### src/rtl/vx_commit_pkg.sv
// Shared commit definitions: payload struct, source indices, thread popcount.
// Latency: n/a (types and a pure function only).
// Backpressure: n/a.
package vx_commit_pkg;

    localparam int UUID_BITS   = 44;
    localparam int NUM_WARPS   = 4;
    localparam int NW_BITS     = 2;
    localparam int NUM_THREADS = 4;
    localparam int NR_BITS     = 5;

    // Commit source order as seen on the arbiter request vector
    localparam int SRC_ALU  = 0;
    localparam int SRC_LSU  = 1;
    localparam int SRC_CSR  = 2;
    localparam int NUM_SRCS = 3;

    localparam int POP_W = $clog2(NUM_THREADS + 1);

    typedef struct packed {
        logic [UUID_BITS-1:0]      uuid;
        logic [NW_BITS-1:0]        wid;
        logic [NUM_THREADS-1:0]    tmask;
        logic [31:0]               pc;
        logic [NUM_THREADS*32-1:0] data;
        logic [NR_BITS-1:0]        rd;
        logic                      wb;
        logic                      eop;
    } commit_t;

    function automatic logic [POP_W-1:0] tmask_popcount(input logic [NUM_THREADS-1:0] m);
        logic [POP_W-1:0] c;
        c = '0;
        for (int i = 0; i < NUM_THREADS; i++) begin
            c = c + POP_W'(m[i]);
        end
        return c;
    endfunction

endpackage

### src/rtl/vx_rr_arbiter.sv
// Round-robin arbiter: one-hot grant starting the search at the priority pointer.
// Latency: grant is combinational; pointer updates on the edge where advance is high.
// Backpressure: pointer only moves when the granted request is actually taken (advance).
module vx_rr_arbiter #(
    parameter int NUM_REQS = 3
) (
    input  logic                clk,
    input  logic                reset_n,
    input  logic [NUM_REQS-1:0] requests,
    input  logic                advance,
    output logic [NUM_REQS-1:0] grant,
    output logic                grant_valid
);

    localparam int PTR_W = (NUM_REQS > 1) ? $clog2(NUM_REQS) : 1;

    logic [PTR_W-1:0] ptr;
    logic [PTR_W-1:0] grant_idx;

    // Pick the first request at or after ptr (wrapping); lower offsets overwrite higher ones
    always_comb begin
        int idx;
        idx         = 0;
        grant       = '0;
        grant_valid = 1'b0;
        grant_idx   = '0;
        for (int k = NUM_REQS - 1; k >= 0; k--) begin
            idx = (int'(ptr) + k) % NUM_REQS;
            if (requests[idx]) begin
                grant       = '0;
                grant[idx]  = 1'b1;
                grant_valid = 1'b1;
                grant_idx   = PTR_W'(idx);
            end
        end
    end

    // Priority moves to the source just after the winner, so every requester gets a turn
    always_ff @(posedge clk or negedge reset_n) begin
        if (!reset_n) begin
            ptr <= '0;
        end else if (advance && grant_valid) begin
            ptr <= (grant_idx == PTR_W'(NUM_REQS - 1)) ? '0 : grant_idx + PTR_W'(1);
        end
    end

endmodule

### src/rtl/vx_commit_writeback.sv
// Commit arbitration across ALU/LSU/CSR into a single registered writeback port; COMMIT_PERF_EN adds instret.
// Latency: 1 cycle from granted commit to wb_valid; commits with wb=0 retire without a writeback.
// Backpressure: wb=1 sources wait while the output is held (wb_valid && !wb_ready); wb_* stay stable.
module vx_commit_writeback
    import vx_commit_pkg::*;
#(
    parameter int NUM_REQS = 3,
    parameter int CNT_W    = 64
) (
    input  logic                                        clk,
    input  logic                                        reset_n,
    input  logic [NUM_REQS-1:0]                         commit_valid,
    input  logic [NUM_REQS-1:0][UUID_BITS-1:0]          commit_uuid,
    input  logic [NUM_REQS-1:0][NW_BITS-1:0]            commit_wid,
    input  logic [NUM_REQS-1:0][NUM_THREADS-1:0]        commit_tmask,
    input  logic [NUM_REQS-1:0][31:0]                   commit_PC,
    input  logic [NUM_REQS-1:0][NUM_THREADS*32-1:0]     commit_data,
    input  logic [NUM_REQS-1:0][NR_BITS-1:0]            commit_rd,
    input  logic [NUM_REQS-1:0]                         commit_wb,
    input  logic [NUM_REQS-1:0]                         commit_eop,
    output logic [NUM_REQS-1:0]                         commit_ready,
    output logic                                        wb_valid,
    output logic [UUID_BITS-1:0]                        wb_uuid,
    output logic [NW_BITS-1:0]                          wb_wid,
    output logic [NUM_THREADS-1:0]                      wb_tmask,
    output logic [31:0]                                 wb_PC,
    output logic [NR_BITS-1:0]                          wb_rd,
    output logic [NUM_THREADS*32-1:0]                   wb_data,
    output logic                                        wb_eop,
    input  logic                                        wb_ready,
    output logic [CNT_W-1:0]                            instret
);

    commit_t             req [NUM_REQS];
    commit_t             sel;
    logic                can_load;
    logic [NUM_REQS-1:0] eligible;
    logic [NUM_REQS-1:0] grant;
    logic                grant_valid;

    // Bundle per-source payloads and qualify requests: wb=1 sources need a free output slot
    always_comb begin
        can_load = !wb_valid || wb_ready;
        eligible = '0;
        for (int i = 0; i < NUM_REQS; i++) begin
            req[i] = '{uuid:  commit_uuid[i],  wid:  commit_wid[i], tmask: commit_tmask[i],
                       pc:    commit_PC[i],    data: commit_data[i], rd:   commit_rd[i],
                       wb:    commit_wb[i],    eop:  commit_eop[i]};
            eligible[i] = commit_valid[i] && (!commit_wb[i] || can_load);
        end
    end

    vx_rr_arbiter #(
        .NUM_REQS (NUM_REQS)
    ) u_arb (
        .clk         (clk),
        .reset_n     (reset_n),
        .requests    (eligible),
        .advance     (grant_valid),
        .grant       (grant),
        .grant_valid (grant_valid)
    );

    // Grant is one-hot, so selecting the winner's payload is a plain priority-free mux
    always_comb begin
        sel = '0;
        for (int i = 0; i < NUM_REQS; i++) begin
            if (grant[i]) begin
                sel = req[i];
            end
        end
    end

    assign commit_ready = grant & {NUM_REQS{reset_n}};

    // Output register: load on a wb=1 grant, otherwise drain when the sink accepts
    always_ff @(posedge clk or negedge reset_n) begin
        if (!reset_n) begin
            wb_valid <= 1'b0;
            wb_uuid  <= '0;
            wb_wid   <= '0;
            wb_tmask <= '0;
            wb_PC    <= '0;
            wb_rd    <= '0;
            wb_data  <= '0;
            wb_eop   <= 1'b0;
        end else if (grant_valid && sel.wb) begin
            wb_valid <= 1'b1;
            wb_uuid  <= sel.uuid;
            wb_wid   <= sel.wid;
            wb_tmask <= sel.tmask;
            wb_PC    <= sel.pc;
            wb_rd    <= sel.rd;
            wb_data  <= sel.data;
            wb_eop   <= sel.eop;
        end else if (wb_ready) begin
            wb_valid <= 1'b0;
        end
    end

`ifdef COMMIT_PERF_EN
    logic [CNT_W-1:0] instret_q;

    // Count active threads of every retiring instruction (last packet only), wrapping naturally
    always_ff @(posedge clk or negedge reset_n) begin
        if (!reset_n) begin
            instret_q <= '0;
        end else if (grant_valid && sel.eop) begin
            instret_q <= instret_q + CNT_W'(tmask_popcount(sel.tmask));
        end
    end

    assign instret = instret_q;
`else
    assign instret = '0;
`endif

endmodule

### config.mk
export PLATFORM = sky130hd
export DESIGN_NAME = vx_commit_writeback
export DESIGN_NICKNAME = d
export VERILOG_FILES = /design/src/rtl/vx_commit_pkg.sv /design/src/rtl/vx_rr_arbiter.sv /design/src/rtl/vx_commit_writeback.sv
export SDC_FILE = /design/constraint.sdc
export NUM_CORES = 1
export LEC_CHECK = 0
export ABC_CLOCK_PERIOD_IN_PS = 3300
export BUFFER_PORTS_ARGS = -buffer_cell sky130_fd_sc_hd__buf_4
export CORE_AREA = 2 2 362 364
export DETAILED_ROUTE_END_ITERATION = 10
export DIE_AREA = 0 0 364 366
export HOLD_SLACK_MARGIN = 0.06
export PLACE_DENSITY = 0.3
export SYNTH_ARGS = -nofsm -noshare
export SYNTH_HDL_FRONTEND = slang
export SYNTH_SLANG_ARGS = --single-unit
### constraint.sdc
create_clock -name clk -period 3.3 [get_ports clk]
set_clock_uncertainty 0.05 [all_clocks]
set_input_delay 0.165 -clock clk [delete_from_list [all_inputs] [get_ports clk]]
set_output_delay 0.165 -clock clk [all_outputs]
set_load 0.1 [all_outputs]
==> results of run 1 <==
-- path summary, 6_finish.rpt --
path	slack, ps	depth (start not counted)	end
setup / recovery	140	11	wb_uuid[40]$_DFFE_PN0P_
hold / removal	90	4	wb_data[64]$_DFFE_PN0P_
setup reg to reg	140	11	wb_uuid[40]$_DFFE_PN0P_
hold reg to reg	460	1	wb_PC[5]$_DFFE_PN0P_
max in group asynchronous	1520	4	wb_data[88]$_DFFE_PN0P_
min in group asynchronous	570	3	wb_data[117]$_DFFE_PN0P_
-- metal layers --
metal | track usage, % | up-vias
met3 | 3.28 | 84
met5 | 0 | -
met4 | 3.90 | 2
met1 | 14.9 | 8409
met2 | 26.0 | 618
li1 | - | 7827
-- worst max-delay path, cell delays in order, from the launching register on --
cell	delay, ps
dfrtp_1	410
buf_4	160
ha_4	190
and2_1	160
o311ai_1	430
o31ai_4	180
buf_4	190
buf_12	150
buf_4	220
or3b_2	510
a2bb2oi_1	250
mux2_2	190
-- state kept, by name, summed over array words and instances, names as in the netlist --
| signal | count |
|---|---|
| u_arb.ptr | 2 |
| wb_PC | 32 |
| wb_data | 128 |
| wb_eop | 1 |
| wb_rd | 5 |
| wb_tmask | 4 |
| wb_uuid | 44 |
| wb_valid | 1 |
| wb_wid | 2 |
-- stage by stage --
step                      setup slack [ps]  cells
after floorplan                       -116   1452
after global placement                -106   3942
after detailed placement             -90.6   3942
after CTS                            -95.8   4391
after global routing                 -30.4   4403
final                                  136   4404
-- Yosys cell counts (all sizes together) --
library cell    n
o311ai          1
nand4           1
a31oi           1
buf           133
conb            1
o21ai           3
and2            3
a32oi           1
a22oi           2
nand2b          1
o22a            1
nor2b           1
a21oi           5
or2             1
a221oi          1
or3             1
mux2          216
nor3b           1
dfrtp         219
or3b          216
o22ai           1
nand2           5
and3b           1
a2bb2oi       432
o2bb2ai         2
nand3           4
and3            2
nor3            2
nand3b          3
a211oi          2
nand4b          1
o221ai          1
ha              4
o221a           1
o31ai           2
maj3            1
clkbuf        102
nor2            5
a21o            1
a311oi          1
inv             7
-- layout make-up --
cell class | count | area [um2] | share of cell area [%]
antenna | 7 | 17.5 | 0.0581
clock buffer | 50 | 1020 | 3.39
clock inverter | 6 | 98.8 | 0.328
inverter | 7 | 26.3 | 0.0871
multi-input combinational | 991 | 9420 | 31.2
sequential | 219 | 5480 | 18.2
tap | 1742 | 2180 | 7.23
timing repair buffer | 1382 | 11900 | 39.5
-- what timing repair did --
item	CTS	global route
setup buffers	8	1
hold endpoints to repair	347	3
hold buffers	383	3
setup endpoints to repair	49	215
pin swaps	4	6
gates cloned	2	2
resized for setup	10	17
-- cells by family (layout without fill, tap and decap cells) --
kind of cell	after synthesis	count (layout)	share of synthesized area, %
fa+ha+maj	5	5	0.378
other cells	1	71	0.0236
buf+inv	242	1445	8.52
flops	219	219	34.5
simple gates	248	248	13.0
mux	216	216	18.4
compound gates	458	458	25.1
==> summary.txt, run 1 <==
Run status
  – Status: complete, no violations

Setup path
  – Worst-path fanout max: 23
  – CP required: 3760 ps
  – Crit. Startpoint: u_arb.ptr[1]$_DFFE_PN0P_
  – Startpoint types: flop
  – Data arrival, critical path: 3620 ps
  – Worst r2r src: u_arb.ptr[1]$_DFFE_PN0P_
  – Worst setup EP type: flop
  – CP Class: reg -> reg

GRT
  – Initial antenna violation count: 7
  – Pin count of the biggest net entering global routing: 118
  – First-pass GRT wire length: 135000 um
  – Vias in the first global route: between 15000 and 20000
  – GRT Util Overall: 13.7%
  – Grt total ovfl: 0

Clock tree
  – CTS tree: done
  – CTS sink count: about 220
  – Number of CTS-inserted buffers: 36
  – Clock buffer depth: 3
  – H-tree depth: 2
  – Root Driver: clkbuf_16
  – Clock-pin slew on the worst setup and hold paths: 60 ps
  – Clk_lat worst skew: a little under 600 ps

Layout
  – Nets: ~3300
  – Share of cells above drive strength 1: 52.8%
  – Final instance area: approximately 0.030 mm2
  – Most frequent cells in the layout: 953 x buf_4, 426 x a2bb2oi_1, 385 x dlygate4sd3_1
  – Final Util: 23.4%
  – Most common cell after layout, fill and taps aside: buf_4
  – Fill cells: approximately 14000
  – Area Overhead vs Synth: 90.0%

STA
  – Final setup vio count: 0
  – Setup TNS: 0 ps
  – Post-layout min period: 3160 ps
  – RSZ-0062 raised after global routing: yes
  – Final period utilization: 95.9%
  – Slew Limit Fails: 0
  – Max_slew headroom: approximately two fifths
  – Fmax: 316 MHz
  – Final hold vios: 0
  – Hold slack: 91.0 ps
  – Worst Tran Pin Value: between 800 and 900 ps

Logic synthesis
  – Synth area leader: dfrtp_1
  – Top cell type's share of synthesized area: between 30% and 40%
  – Synth top area cells: dfrtp_1 35%, a2bb2oi_1 24%, mux2_4 12%, or3b_2 6.3%, mux2_2 6.2%
  – Synthesized instance count: 1389
  – Flops & latches, synth: 219
  – Sequential fraction of the synthesis area: 34.5%
  – Ys Warns: 0
  – Unique masters post-synth: 47
  – Mean Syn Cell Area: roughly 11 um2
  – Mapped cell area: 0.0159 mm2

Routing
  – Met3 routed WL: 5960 um
  – Final wirelength: 95800 um
  – DR top layer: met5
  – Routed len/inst: roughly 22 um
  – Routed wl met2: 50900 um
  – Final ANT Viol Nets: 0
  – Routed length on met1: 36500 um
  – Router iterations before antenna repair: 4
  – First DRT Iteration DRCs: 604
  – DRC Markers: 0
  – Vias: 16900
  – Vias per cell: 3.85

Run
  – Maxcap violations: 0

Placed design
  – DP HPWL: 71800 um
  – Port Buffers: just under 900
  – GP Congestion: 0.822
  – Placed instance area: 0.0248 mm2

Floorplan
  – Initial Util: approximately 12%
  – Core Area: 0.129 mm2
  – IO Pins: around 940
  – Die height: 366 um
  – Die area: 0.133 mm2
  – Die X: 364 um
  – Number of placement rows: around 130

Hold path
  – Hold Crit Start: commit_data[192]
  – Min-delay worst type: in -> reg
Power of run 1 is left out: the tool's default activity adds up to more than one toggle a clock period on the data nets, which glitch-free logic cannot reach.
==> run 2: changes to the inputs <==
--- a/config.mk
+++ b/config.mk
@@ -10,6 +10,7 @@
 export CORE_AREA = 2 2 362 364
 export DETAILED_ROUTE_END_ITERATION = 10
 export DIE_AREA = 0 0 364 366
+export GPL_TIMING_DRIVEN = 0
 export HOLD_SLACK_MARGIN = 0.06
 export PLACE_DENSITY = 0.3
 export SYNTH_ARGS = -nofsm -noshare
==> run 2 against run 1 <==
  * Register-to-register slack lost 70 ps
  * Routed wire length grew 11%
  * Global-route usage grew 1.5 points
  * Die area is the same
  * Critical endpoint is now wb_uuid[18]$_DFFE_PN0P_
  * Critical path depth is the same
  * Sequential share of layout area shrank 0.070 points
  * Non-clock buffer count grew 110
  * Worst setup slack lost 67 ps
  * Design area grew 0.41%
==> summary.txt, run 2 (same netlist as run 1, synthesis figures left out) <==
Run status
  – Status: complete, no violations

Setup path
  – Worst r2r src: u_arb.ptr[1]$_DFFE_PN0P_
  – Data arrival, critical path: 3680 ps (+60 ps)
  – Crit path depth: 11 (unchanged)
  – Most frequent CP cell: buf_4
  – Slowest stage delay, CP: 540 ps (+30 ps)
  – CP Class: reg -> reg
  – CP required: 3750 ps (about the same)
  – Buf/Inv on CP: 4 (unchanged)
  – Crit. Startpoint: u_arb.ptr[1]$_DFFE_PN0P_
  – Critical-path cell list: buf_4, ha_4, and3_1, a211oi_2, a221oi_4, buf_6, buf_4, clkbuf_1, or3b_2, a2bb2oi_1, mux2_2
  – CP top delay family: compound AO/OA/AOI/OAI gates
  – Startpoint types: flop
  – CP max stage cell: or3b_2
  – Worst setup EP type: flop
  – Worst-path fanout max: 10 (-57%)
  – Worst R2R Path Depth: 11 (unchanged)

Routing
  – Router iterations before antenna repair: 5 (+1)
  – Met3 routed WL: 7340 um (+23%)
  – Vias: 17600 (+4.1%)
  – DR top layer: met4
  – Vias per cell: 3.90 (+1.4%)
  – Routed len/inst: 23.5 um (+8.0%)
  – DRC Markers: 0 (unchanged)
  – Routed wl met2: 54100 um (+6.4%)
  – Routed length on met1: 42000 um (+15%)
  – Final ANT Viol Nets: 0 (unchanged)
  – Final wirelength: 106000 um (+11%)
  – First DRT Iteration DRCs: 816 (+35%)

STA
  – Final period utilization: 97.9% (+2.0 points)
  – Post-layout min period: 3230 ps (+67.0 ps)
  – RSZ-0062 raised after global routing: yes
  – Final setup vio count: 0 (unchanged)
  – Hold slack: 76.9 ps (-14.1 ps)
  – Slew Limit Fails: 0 (unchanged)
  – Max_slew headroom: 56.6% (+16 points)
  – Final hold vios: 0 (unchanged)
  – Fmax: 310 MHz (-2.1%)
  – Worst Tran Pin Value: 651 ps (-233 ps)

Floorplan
  – Die X: 364 um (unchanged)
  – Initial Util: 12.3% (unchanged)
  – Die height: 366 um (unchanged)
  – Die area: 0.133 mm2 (unchanged)
  – Core Area: 0.129 mm2 (unchanged)
  – IO Pins: 941 (unchanged)
  – Number of placement rows: 132 (unchanged)

Clock tree
  – Root Driver: clkbuf_16
  – CTS tree: done
  – Clk_lat worst skew: 560 ps (-20 ps)
  – H-tree depth: 2 (unchanged)
  – Clock-pin slew on the worst setup and hold paths: 50 ps (about the same)
  – CTS sink count: 219 (unchanged)
  – Clock buffer depth: 3 (unchanged)
  – Number of CTS-inserted buffers: 36 (unchanged)

Layout
  – Most frequent cells in the layout: 952 x buf_4, 422 x a2bb2oi_1, 370 x dlygate4sd3_1
  – Nets: 3408 (+3.3%)
  – Final Non-Filler Cells: 4521 (+2.7%)
  – Reg with most FFs: wb_data
  – Area Overhead vs Synth: 90.7%
  – Most common cell after layout, fill and taps aside: buf_4
  – Top flop regs: wb_data (128), wb_uuid (44), wb_PC (32)
  – Largest register FFs: 128 (unchanged)
  – Share of cells above drive strength 1: 53.9% (+1.1 points)
  – Fill cells: 14000 (+0.16%)

GRT
  – Pin count of the biggest net entering global routing: 99 (-16%)
  – GRT Util Overall: 15.2% (+1.5 points)
  – Vias in the first global route: 19500 (+3.8%)
  – Grt total ovfl: 0 (unchanged)
  – Initial antenna violation count: 12 (+5)
  – First-pass GRT wire length: 145000 um (+8.1%)

Hold path
  – Worst Hold Depth: 3 (-1)
  – Hold Crit Start: commit_PC[89]
  – Min-delay worst type: in -> reg

Run
  – Maxcap violations: 0 (unchanged)

Placed design
  – GP Congestion: 0.911 (+11%)
  – DP HPWL: 85400 um (+19%)
  – Port Buffers: 876 (unchanged)
  – Post-Place Cells: 4072 (+3.3%)
run 2: changes by cell type in the layout (fill, tap and decap cells not counted), sizes merged:
cell         change
diode            +1
clkbuf         +101
buf             +25
inv              +1
bufinv           -2
bufbuf           -2
clkinv           +8
dlygate4sd3     -15
run 2: through the flow:
stage	area [um2]	setup slack, ps	util [%]	TNS (ps)
finish	30300	69.3	23.5	0
global route	30300	-45.7	23.5	-116
CTS	30100	-11.7	23.3	-29.3
detailed placement	24900	-1620	19.3	-116930
global placement	24900	-1660	19.3	-178600
floorplan	16100	-116	-	-116
run 2: path summary, 6_finish.rpt:
check | endpoint | slack, ps
worst max-delay path | wb_uuid[18]$_DFFE_PN0P_ | 70
worst min-delay path | wb_PC[25]$_DFFE_PN0P_ | 80
worst max register to register | wb_uuid[18]$_DFFE_PN0P_ | 70
worst min register to register | wb_PC[23]$_DFFE_PN0P_ | 460
max in group asynchronous | wb_data[120]$_DFFE_PN0P_ | 2430
min in group asynchronous | wb_uuid[38]$_DFFE_PN0P_ | 150
run 2: cell type report:
class                           count  area (um2)  area share [%]
Antenna cell                        8        20.0          0.0661
Buffer                            233        1570            5.18
Clock buffer                       49        1040            3.44
Clock inverter                     13        72.6           0.240
Inverter                            7        26.3          0.0868
Multi-Input combinational cell    991        9410            31.1
Sequential cell                   219        5480            18.1
Tap cell                         1742        2180            7.20
Timing Repair Buffer             1259       10500            34.6
run 2: per-layer routing:
metal / up-vias / track usage [%]
li1: 8066 / -
met1: 8737 / 17.3
met2: 720 / 27.5
met3: 118 / 3.79
met4: 0 / 4.55
met5: - / 0
run 2: what timing repair did:
| item | in CTS | in global routing |
|---|---|---|
| endpoints found under the hold margin | 410 | 2 |
| gates resized for setup | 108 | 61 |
| pin swaps | 2 | 4 |
| setup buffers | 8 | 2 |
| endpoints found under the setup margin | 218 | 152 |
| hold buffers | 369 | 2 |
run 2: worst reg2reg max path, stage by stage, from the launching register on:
cell       delay [ps]
dfrtp_1           400
buf_4             150
ha_4              260
and3_1            170
a211oi_2          270
a221oi_4          110
buf_6             150
buf_4             170
clkbuf_1          260
or3b_2            540
a2bb2oi_1         400
mux2_2            240
Power of run 2 is left out for the same reason.
==> run 3: changes to the inputs <==
--- a/config.mk
+++ b/config.mk
@@ -8,6 +8,7 @@
 export ABC_CLOCK_PERIOD_IN_PS = 3300
 export BUFFER_PORTS_ARGS = -buffer_cell sky130_fd_sc_hd__buf_4
 export CORE_AREA = 2 2 362 364
+export CTS_BUF_LIST = sky130_fd_sc_hd__clkbuf_2 sky130_fd_sc_hd__clkbuf_4 sky130_fd_sc_hd__clkbuf_8
 export DETAILED_ROUTE_END_ITERATION = 10
 export DIE_AREA = 0 0 364 366
 export GPL_TIMING_DRIVEN = 0
==> run 3 against run 2 <==
  * Design area up 9.8%
  * Via count rose by 6.6%
  * Global-route usage up 0.44 points
  * Die area stayed put
  * Worst setup slack better by 25 ps
  * Sequential share of layout area shrank 1.6 points
  * Largest cell class unchanged
==> summary.txt, run 3 (same netlist as run 1, synthesis figures left out) <==
GRT
  – Pin count of the biggest net entering global routing: 99 (unchanged)
  – Grt total ovfl: 0 (unchanged)
  – Initial antenna violation count: 12 (unchanged)
  – First-pass GRT wire length: 151000 um (+3.7%)
  – Vias in the first global route: 21000 (+8.0%)
  – GRT Util Overall: 15.6% (+0.44 points)

Clock tree
  – Clk_lat worst skew: 680 ps (+120 ps)
  – CTS tree: done
  – Clock-pin slew on the worst setup and hold paths: 60 ps (about the same)
  – Clock buffer depth: 3 (unchanged)
  – H-tree depth: 2 (unchanged)
  – CTS sink count: 219 (unchanged)
  – Root Driver: clkbuf_8
  – Number of CTS-inserted buffers: 53 (+47%)

Setup path
  – Reg-to-Reg End: wb_uuid[36]$_DFFE_PN0P_
  – Slowest stage delay, CP: 580 ps (+40 ps)
  – CP required: 3820 ps (+70 ps)
  – Worst setup EP type: flop
  – CP max stage cell: a2bb2oi_1
  – Worst-path fanout max: 10 (unchanged)
  – Data arrival, critical path: 3720 ps (+40 ps)
  – CP Class: reg -> reg
  – Most frequent CP cell: a2bb2oi_1
  – Worst r2r src: u_arb.ptr[0]$_DFFE_PN0P_
  – Startpoint types: flop
  – R2R Setup Slk: 90 ps (+20 ps)
  – Worst R2R Path Depth: 10 (-1)
  – Crit. Startpoint: u_arb.ptr[0]$_DFFE_PN0P_
  – Critical-path cell list: ha_4, buf_2, nand4_1, nand3_2, a211oi_2, buf_6, clkbuf_1, a2bb2oi_1, a2bb2oi_1, mux2_2
  – CP Capture Point: wb_uuid[36]$_DFFE_PN0P_

Placed design
  – Port Buffers: 876 (unchanged)
  – Worst slack at placement: -1620 ps (unchanged)
  – GP Congestion: 0.911 (unchanged)
  – Post-Place Cells: 4072 (unchanged)
  – DP HPWL: 85400 um (unchanged)

Routing
  – DRC Markers: 0 (unchanged)
  – Final wirelength: 109000 um (+2.5%)
  – Vias: 18800 (+6.6%)
  – Vias per cell: 3.88 (-0.62%)
  – First DRT Iteration DRCs: 831 (+1.8%)
  – Final ANT Viol Nets: 0 (unchanged)
  – Router iterations before antenna repair: 5 (unchanged)
  – Routed len/inst: 22.4 um (-4.5%)

STA
  – Fmax: 312 MHz (+0.77%)
  – Max_slew headroom: 53.4% (-3.2 points)
  – Slew Limit Fails: 0 (unchanged)
  – Final hold vios: 0 (unchanged)
  – Worst Tran Pin Value: 700 ps (+48.3 ps)
  – Post-layout min period: 3210 ps (-24.7 ps)
  – RSZ-0062 raised after global routing: yes
  – Final setup vio count: 0 (unchanged)
  – Setup TNS: 0 ps (unchanged)
  – Final period utilization: 97.2% (-0.75 points)
  – Final worst slack: 94.0 ps (+24.7 ps)

Run
  – Maxcap violations: 0 (unchanged)

Layout
  – Top flop regs: wb_data (128), wb_uuid (44), wb_PC (32)
  – Area Overhead vs Synth: 110%
  – Largest register FFs: 128 (unchanged)
  – Nets: 3716 (+9.0%)
  – Final Non-Filler Cells: 4850 (+7.3%)
  – Most frequent cells in the layout: 959 x buf_4, 653 x dlygate4sd3_1, 420 x a2bb2oi_1
  – Share of cells above drive strength 1: 49.5% (-4.4 points)
  – Most common cell after layout, fill and taps aside: buf_4
  – Reg with most FFs: wb_data

Floorplan
  – IO Pins: 941 (unchanged)
  – Initial Util: 12.3% (unchanged)
  – Number of placement rows: 132 (unchanged)
  – Die height: 366 um (unchanged)
  – Die area: 0.133 mm2 (unchanged)
  – Die X: 364 um (unchanged)
  – Core Area: 0.129 mm2 (unchanged)

Hold path
  – Min-delay worst type: in -> reg

Run status
  – Status: complete, no violations
run 3: how the worst min path moves through the flow:
| stage | start | end | slack [ps] | cells after the start |
|---|---|---|---|---|
| final | commit_PC[25] | wb_PC[25]$_DFFE_PN0P_ | 180 | 4 |
| after global routing | commit_PC[25] | wb_PC[25]$_DFFE_PN0P_ | 110 | 4 |
| after CTS | commit_PC[25] | wb_PC[25]$_DFFE_PN0P_ | 70 | 4 |
| after detailed placement | reset_n | wb_uuid[33]$_DFFE_PN0P_ | 10 | 1 |
| after global placement | wb_ready | wb_valid$_DFFE_PN0P_ | 420 | 3 |
| after floorplan | reset_n | u_arb.ptr[0]$_DFFE_PN0P_ | -180 | 0 |
run 3: final cells by class:
cell class                      count  area, um2
Antenna cell                       11       27.5
Buffer                            234       1540
Clock buffer                       77       1020
Clock inverter                     20        183
Fill cell                       13800      95700
Inverter                            7       26.3
Multi-Input combinational cell    991       9450
Sequential cell                   219       5480
Tap cell                         1742       2180
Timing Repair Buffer             1549      13300
run 3: what timing repair did:
item                                    CTS  global route
resized for setup                        90            68
setup buffers                            15             2
hold buffers                            652             2
hold endpoints to repair                438             1
endpoints found under the setup margin  217           158
pin swaps                                 5             4
run 3: metal layers:
metal | vias up | wire length [um] | GRT usage, %
met5 | - | 9 | 0
met4 | 2 | 4250 | 5.77
met3 | 181 | 7120 | 3.82
met2 | 759 | 54300 | 27.8
met1 | 9177 | 43100 | 17.8
li1 | 8689 | - | -
run 3: stage by stage:
stage	utilization (%)	cell area, um2	hold WS [ps]
3_5_place_dp	19.3	24900	11.7
3_3_place_gp	19.3	24900	417
6_report	25.8	33300	176
4_1_cts	25.6	33100	70.7
2_1_floorplan	-	16100	-181
5_1_grt	25.8	33300	106
run 3: worst max-delay path: cells and delay by family (launching register included):
kind | cells | cell delay, ps
AO/OA/AOI/OAI | 3 | 930
adder cells (fa/ha/maj) | 1 | 200
buffers and inverters | 3 | 910
flip-flops | 1 | 440
multiplexers | 1 | 280
AND/OR/NAND/NOR | 2 | 270
Power of run 3 is left out for the same reason.
